--- src/rtl/axis_read_data_trim.sv ---
// axis_read_data_trim: buffers wide AXI read beats and serialises them into
// narrow stream words, honouring a start-word offset in the first beat,
// trimming after cfg_length words, flagging the final word with `last`, and
// draining any surplus beats up to rlast.
module axis_read_data_trim #(
  parameter int BUF_AWIDTH     = 4,
  parameter int CFG_DWIDTH     = 32,
  parameter int WIDTH_RATIO    = 8,
  parameter int AXI_DATA_WIDTH = 256,
  parameter int DATA_WIDTH     = 32,
  parameter int OFF_WIDTH      = 3
) (
  input  logic                      clk,
  input  logic                      rst,
  input  logic [CFG_DWIDTH-1:0]     cfg_length,
  input  logic [OFF_WIDTH-1:0]      cfg_offset,
  input  logic                      cfg_val,
  output logic                      cfg_rdy,
  input  logic [AXI_DATA_WIDTH-1:0] axi_rdata,
  input  logic                      axi_rlast,
  input  logic                      axi_rvalid,
  output logic                      axi_rready,
  output logic [DATA_WIDTH-1:0]     data,
  output logic                      valid,
  output logic                      last,
  input  logic                      ready
);

  localparam int DEPTH = 1 << BUF_AWIDTH;
  localparam logic [OFF_WIDTH-1:0] LAST_IDX = OFF_WIDTH'(WIDTH_RATIO - 1);

  typedef enum logic [1:0] {IDLE, ACTIVE, DRAIN} state_t;

  state_t state, next_state;

  logic [AXI_DATA_WIDTH-1:0] mem [DEPTH];
  logic [BUF_AWIDTH-1:0]     wr_ptr, rd_ptr;
  logic [BUF_AWIDTH:0]       count;
  logic                      fifo_full, fifo_empty;

  logic [OFF_WIDTH-1:0]      word_idx;
  logic [CFG_DWIDTH-1:0]     len_cnt;
  logic                      rlast_seen;

  logic [DATA_WIDTH-1:0]     data_r;
  logic                      valid_r, last_r;

  logic                      cfg_hs, axi_hs, out_xfer, final_xfer;
  logic                      slot_free, load, pop, push, underrun, flush;
  logic                      next_last;
  logic [AXI_DATA_WIDTH-1:0] head_beat;
  logic [DATA_WIDTH-1:0]     cur_word;

  assign fifo_full  = count[BUF_AWIDTH];
  assign fifo_empty = (count == '0);

  assign cfg_hs     = cfg_val & cfg_rdy;
  assign axi_hs     = axi_rvalid & axi_rready;
  assign out_xfer   = valid_r & ready;
  assign final_xfer = out_xfer & last_r;

  // The output register can accept a new word when empty or when its current
  // non-final word leaves this cycle; nothing is loaded behind the last word.
  assign slot_free  = ~valid_r | (ready & ~last_r);
  assign load       = (state == ACTIVE) & slot_free & ~fifo_empty;
  assign pop        = load & (word_idx == LAST_IDX);
  assign push       = (state == ACTIVE) & axi_hs & ~final_xfer;
  assign underrun   = (state == ACTIVE) & rlast_seen & fifo_empty & slot_free;
  assign flush      = final_xfer | underrun;

  assign head_beat  = mem[rd_ptr];
  assign cur_word   = head_beat[int'(word_idx)*DATA_WIDTH +: DATA_WIDTH];

  // Length counter is decremented on transfer, so the word loaded now is the
  // last one when exactly one word remains after any concurrent transfer.
  assign next_last  = out_xfer ? (len_cnt == CFG_DWIDTH'(2)) : (len_cnt == CFG_DWIDTH'(1));

  assign data  = data_r;
  assign valid = valid_r;
  assign last  = last_r;

  // State register.
  always_ff @(posedge clk) begin
    if (rst) state <= IDLE;
    else     state <= next_state;
  end

  // Next-state and handshake outputs.
  always_comb begin
    next_state = state;
    axi_rready = 1'b0;
    cfg_rdy    = 1'b0;
    unique case (state)
      IDLE: begin
        cfg_rdy = ~rst;
        if (cfg_hs && (cfg_length != '0)) next_state = ACTIVE;
      end
      ACTIVE: begin
        axi_rready = ~rst & ~fifo_full & ~rlast_seen;
        if (final_xfer)
          next_state = (rlast_seen | (axi_hs & axi_rlast)) ? IDLE : DRAIN;
        else if (underrun)
          next_state = IDLE;
      end
      DRAIN: begin
        axi_rready = ~rst;
        if (axi_rvalid && axi_rlast) next_state = IDLE;
      end
      default: next_state = IDLE;
    endcase
  end

  // Beat storage; contents need no reset because occupancy is tracked separately.
  always_ff @(posedge clk) begin
    if (push) mem[wr_ptr] <= axi_rdata;
  end

  // FIFO pointers, serialiser position, length tracking and output register.
  always_ff @(posedge clk) begin
    if (rst) begin
      wr_ptr     <= '0;
      rd_ptr     <= '0;
      count      <= '0;
      word_idx   <= '0;
      len_cnt    <= '0;
      rlast_seen <= 1'b0;
      data_r     <= '0;
      valid_r    <= 1'b0;
      last_r     <= 1'b0;
    end else begin
      if (cfg_hs) begin
        len_cnt    <= cfg_length;
        word_idx   <= cfg_offset;
        rlast_seen <= 1'b0;
      end

      if (state == ACTIVE) begin
        if (axi_hs && axi_rlast) rlast_seen <= 1'b1;
        if (out_xfer && (len_cnt != '0)) len_cnt <= len_cnt - 1'b1;

        if (load) begin
          data_r   <= cur_word;
          valid_r  <= 1'b1;
          last_r   <= next_last;
          word_idx <= word_idx + 1'b1;
        end else if (out_xfer) begin
          valid_r <= 1'b0;
          last_r  <= 1'b0;
        end

        if (flush) begin
          wr_ptr  <= '0;
          rd_ptr  <= '0;
          count   <= '0;
          valid_r <= 1'b0;
          last_r  <= 1'b0;
        end else begin
          if (push) wr_ptr <= wr_ptr + 1'b1;
          if (pop)  rd_ptr <= rd_ptr + 1'b1;
          unique case ({push, pop})
            2'b10:   count <= count + 1'b1;
            2'b01:   count <= count - 1'b1;
            default: count <= count;
          endcase
        end
      end else begin
        valid_r <= 1'b0;
        last_r  <= 1'b0;
      end
    end
  end

endmodule
--- config.mk ---
export PLATFORM = sky130hd
export DESIGN_NAME = axis_read_data_trim
export DESIGN_NICKNAME = d
export VERILOG_FILES = /design/src/rtl/axis_read_data_trim.sv
export SDC_FILE = /design/constraint.sdc
export NUM_CORES = 2
export LEC_CHECK = 0
export ABC_AREA = 1
export BUFFER_PORTS_ARGS = -buffer_cell sky130_fd_sc_hd__clkbuf_2
export CORE_ASPECT_RATIO = 1.4
export CORE_UTILIZATION = 35
export CTS_CLUSTER_DIAMETER = 40
export DETAILED_ROUTE_END_ITERATION = 10
export HOLD_SLACK_MARGIN = 0.06
export PLACE_DENSITY = 0.57
export SYNTH_ARGS = -nofsm -noshare
export SYNTH_HDL_FRONTEND = slang
export SYNTH_SLANG_ARGS = --single-unit
--- constraint.sdc ---
create_clock -name clk -period 16.5 [get_ports clk]
set_input_delay 4.95 -clock clk [delete_from_list [all_inputs] [get_ports clk]]
set_output_delay 4.95 -clock clk [all_outputs]
set_load 0.05 [all_outputs]
# [Word-level counts from Yosys, hierarchy flattened]
# Memories as Yosys holds them, arrays and structs flattened. A register that Yosys moved wholly into a read port is not among the register bits.
# Index checks and enable logic that the tools add are counted.
[word_totals] reg_bits=85 ramBits=4096 input_bits=297 output_inout_bits=36 wordCells=104 n_memories=1
[op_classes] n_addsub=6 n_eq_ne=10 n_shift=1 mux=31 bitwise=27 reduce_logical=18
[memory_table] name="mem" depth=16 width=256 read_ports=1 rd_ports_with_merged_regs=1 wr=1 line="36" source="logic [AXI_DATA_WIDTH-1:0] mem [DEPTH];"
[ops] cell="$shiftx A256 B9 Y32" count=1
[ops] cell="$mux W32" count=3
[ops] cell="$reduce_bool A32 Y1" count=2
[ops] cell="$eq A32 B1 Y1 const B" count=1
[ops] cell="$eq A32 B2 Y1 const B" count=1
[ops] cell="$sub A32 B1 Y32 const B" count=1
[ops] cell="$mux W4" count=6
[ops] cell="$and A1 B1 Y1" count=16
[ops] cell="$mux W1" count=10
[ops] cell="$mux W2" count=5
[ops] cell="$pmux W5 S2" count=1
[ops] cell="$mux W3" count=3
[ops] cell="$add A4 B1 Y4 const B" count=2
[ops] cell="$not A1 Y1" count=8
[ops] cell="$reduce_and A2 Y1" count=4
[ops] cell="$pmux W2 S3" count=1
[ops] cell="$reduce_bool A2 Y1" count=3
[ops] cell="$add A5 B1 Y5 const B" count=1
[ops] cell="$logic_not A5 Y1" count=1
[ops] cell="$mux W5" count=1
[ops] cell="$sub A5 B1 Y5 const B" count=1
[ops] cell="$eq A2 B1 Y1 const B" count=2
[ops] cell="$eq A2 B2 Y1 const B" count=2
[ops] cell="$logic_and A1 B1 Y1" count=4
[ops] cell="other kinds (10)" count=13

# [Logic depth before layout (Yosys ltp)]
[depth] ltp_word=10 ltp_mapped=20 mapped_depth_nobuf=19

# [Worst setup path before layout]
# OpenSTA, ideal clock, no wires.
[synth_timing] path_type="input to register" from="input rst" to="memory mem[0][0] (enable)" arrival_ns=16.317 required_ns=15.623 slack_ns=-0.694 stages=6 path_buffers=1 cell_sequence="clkbuf_1 -> nor2_1 -> nand4_1 -> inv_1 -> nand2_1 -> nor2_1"
[synth_between] elab_chain_cells=9
[synth_rtl] element="from (decl)" line="14" source="input logic rst,"
[synth_rtl] element="$not A1 Y1 *" line="99, 106"
[synth_rtl] element="$and A1 B1 Y1 (2 in series)" line="99" source="axi_rready = ~rst & ~fifo_full & ~rlast_seen;"
[synth_rtl] element="$pmux W1 S2 *" line="93" source="unique case (state)"
[synth_rtl] element="$and A1 B1 Y1 *" line="58" source="assign axi_hs = axi_rvalid & axi_rready;"
[synth_rtl] element="$and A1 B1 Y1 * (2 in series)" line="67" source="assign push = (state == ACTIVE) & axi_hs & ~final_xfer;"
[synth_rtl] element="$mux W1 *" line="115" source="if (push) mem[wr_ptr] <= axi_rdata;"
[synth_rtl] element="$mux W1 (implied by the code) *" line="115"
[synth_rtl] element="to (decl)" line="36"
# Mark *: on every way between the ends. The rest lies on a longest branch, timed or not.

# [Worst setup path after layout]
[layout_timing] from="input rst" to="output axi_rready"
[layout_between] elab_chain_cells=4
[layout_rtl] element="$not A1 Y1 *" line="99, 106"
[layout_rtl] element="$and A1 B1 Y1 (2 in series)" line="99"
[layout_rtl] element="$pmux W1 S2 *" line="93"
[layout_rtl] element="to (decl)" line="22" source="output logic axi_rready,"
# Marked as above.

==> flow_summary.json <==
{
  "grt_setup_unrepaired": "no",
  "slew_headroom_pct": 17.8,
  "design.die.area_um2": 488000,
  "post-route-min-period_ps": 11020,
  "initial_core_util_pct": 35.2,
  "outcome": "complete, no violations",
  "cts_root_buf": "clkbuf_16",
  "crit_fanout": 23,
  "crit_top_cell": "clkbuf_2",
  "clk_latency_ps": 1040,
  "r2r_cells": 16,
  "clk_pin_slew_ps": 60,
  "holdPathEnd": "count[4]",
  "period_share_pct": 66.8,
  "syn_area_per_cell_um2": 12.2,
  "nNetsFinal": 14200,
  "cpLargestDelayFamily": "buffers and inverters",
  "ctsResizeCount": 0,
  "fin_skew_ps": 72.8,
  "worst_pin_slew_ps": 1230,
  "timing.rr.end": "data[30]",
  "grt_max_degree": 186,
  "power_density_nw_per_um2": 116,
  "post_cts_buffers": 0,
  "rrSetupSlack_ps": 9770,
  "via_count": 109000,
  "layout_common_cells": "edfxtp_1, nand2_1, nand3_1",
  "synth_warnings": 0,
  "clock_sinks": 4185,
  "setup_viol": 0,
  "grtUsageTotal_pct": 20.3,
  "setup_tns_ps": 0,
  "cts_tree": "done",
  "ys_ff_latch": 4185,
  "port_buffers": 332,
  "gp_congestion": 0.790,
  "first_global_vias": 106000,
  "ios": 333,
  "synthFlopType": "edfxtp_1",
  "path_class": "primary input to output pin",
  "drtAntennaViolNets": 0,
  "critPathArrivalTime_ps": 6070,
  "leakage_uw": 0.0651,
  "total_power_uw": 22100,
  "cts_buffers": 444,
  "drt_pass1_iterations": 6,
  "synth_area_um2": 170000,
  "synth.distinct_cells": 42,
  "final_common_cell": "edfxtp_1",
  "highest_layer": "met5",
  "hp-class": "flip-flop to flip-flop",
  "antenna_found_initial": 124,
  "clockBufferDepth": 4,
  "crit_slowest_cell": "clkbuf_2",
  "final_max_slew_viol_count": 0,
  "end_kind": "output pin",
  "holdPathStages": 2,
  "ctsHoldBuffers": 0,
  "die_width_um": 591,
  "drive_above_1_share_pct": 8.82,
  "max_freq_mhz": 90.7,
  "rows": 302,
  "syn_nets": 14200,
  "synth-async-reset-ratio_pct": 0,
  "met1Wirelength_mm": 207,
  "synth-seq-area-share_pct": 73.5,
  "drc": 0,
  "route.met2.wl_mm": 248,
  "viasPerCell": 5.28,
  "cpPeakStageDelay_ps": 290,
  "dr_wl_met3_mm": 36.9,
  "cap_violations": 0,
  "grt_overflow_total": 0,
  "grt_pass1_wl_mm": 737,
  "synth_edf_count": 4096,
  "htree_num_levels": 5,
  "drt-total-wl_mm": 508,
  "wl_per_cell_um": 24.5,
  "start_kind": "primary input",
  "path_cells": "clkbuf_2 -> buf_4 -> nor2_1 -> nand2_1 -> inv_1 -> clkbuf_2",
  "hpwlAfterDp_mm": 268,
  "critPathRequiredTime_ps": 11550,
  "cp_num_buf_inv": 4,
  "areaGrowthSynthToFinish_pct": 12.1,
  "coreArea_um2": 483000,
  "hold_viol": 0,
  "postSynthCellCount": 13900,
  "die_y_um": 826,
  "drt_iter0_markers": 10200,
  "peakVddDrop_mv": 0.0901,
  "min_from": "count[4]"
}
==> sequential cells by signal, indices dropped and copies added (netlist names), named ones only <==
| register | count |
|---|---|
| wr_ptr | 4 |
| count | 5 |
| rd_ptr | 4 |
| rlast_seen | 1 |
| word_idx | 3 |
| valid | 1 |
| data | 32 |
| mem | 4096 |
| state | 2 |
| last | 1 |
| len_cnt | 32 |
==> kinds of logic (layout without fill, tap and decap cells) <==
kind of cell / count (synthesis) / count (layout) / share of synthesized area (%)
simple gates: 7940 / 7940 / 20.5
flops: 4185 / 4185 / 73.5
buf+inv: 1183 / 1615 / 4.22
compound gates: 520 / 520 / 1.58
xor+xnor: 24 / 24 / 0.124
fa+ha+maj: 16 / 16 / 0.118
mux: 1 / 1 / 0.00590
other cells: 0 / 42 / 0
==> layout make-up <==
cell class	instances	area [um^2]
fill	45200	293000
clock buffer	521	11500
inverter	254	1010
antenna	42	105
sequential	4185	125000
timing repair buffer	541	3720
multi-input combinational	8501	38000
clock inverter	299	3170
tap	6384	7990
==> Yosys cell counts (6+ instances only) <==
| library cell | n | share of area, % |
|---|---|---|
| inv_2 | 6 | 0.013 |
| nand4_1 | 14 | 0.052 |
| a21oi_1 | 191 | 0.56 |
| dfxtp_1 | 89 | 1.0 |
| clkbuf_1 | 166 | 0.37 |
| buf_6 | 271 | 1.8 |
| o22ai_1 | 32 | 0.12 |
| o21ai_0 | 269 | 0.79 |
| buf_4 | 73 | 0.32 |
| nand3_1 | 3838 | 11 |
| buf_2 | 295 | 0.87 |
| xor2_1 | 21 | 0.11 |
| edfxtp_1 | 4096 | 72 |
| buf_1 | 120 | 0.27 |
| nor4_1 | 9 | 0.033 |
| nor3_1 | 8 | 0.024 |
| nand2_1 | 3856 | 8.5 |
| inv_1 | 246 | 0.54 |
| nor2_1 | 198 | 0.44 |
| ha_1 | 16 | 0.12 |
| a31oi_1 | 13 | 0.048 |
==> through the flow <==
stage / instances / hold slack, ps / utilization, % / worst slack [ps] / area, um^2
4_1_cts: 20700 / 477 / 39.4 / 5460 / 190000
3_3_place_gp: 19900 / 460 / 36.3 / 5430 / 175000
2_1_floorplan: 13900 / 445 / - / -694 / 170000
3_5_place_dp: 19900 / 467 / 36.3 / 5460 / 175000
5_1_grt: 20700 / 512 / 39.4 / 5390 / 190000
6_report: 20700 / 482 / 39.4 / 5480 / 190000
==> routing by layer <==
layer  global-route usage, %  vias to the layer above
li1                        -                    49800
met1                    26.1                    54900
met2                    34.5                     3786
met3                    3.87                      880
met4                    6.84                       74
met5                       0                        -
==> power breakdown <==
group          leakage, uW  switching [uW]  internal, uW
sequential          0.0375            12.0         11700
combinational       0.0206             361          79.2
clock              0.00703            4300          5690
==> worst register-to-register path, stage by stage, from the launching register on <==
cell,delay (ps)
dfxtp_4,820
buf_4,730
buf_4,720
buf_12,620
buf_4,710
buf_4,730
buf_4,710
nand2_1,120
nand3_1,110
nand3_1,120
nand3_1,150
nand3_1,90
nand3_1,200
nand3_1,430
nand3_1,300
nand2_1,80
inv_1,50
==> worst max path at each step <==
stage,from,endpoint,slack [ps],cells after the start
after floorplan,rst,mem[0][0],-690,6
after global placement,rst,axi_rready,5430,6
after detailed placement,rst,axi_rready,5460,6
after CTS,rst,axi_rready,5460,6
after global routing,rst,axi_rready,5390,6
final,rst,axi_rready,5480,6
(Power assumes the default switching activity.)
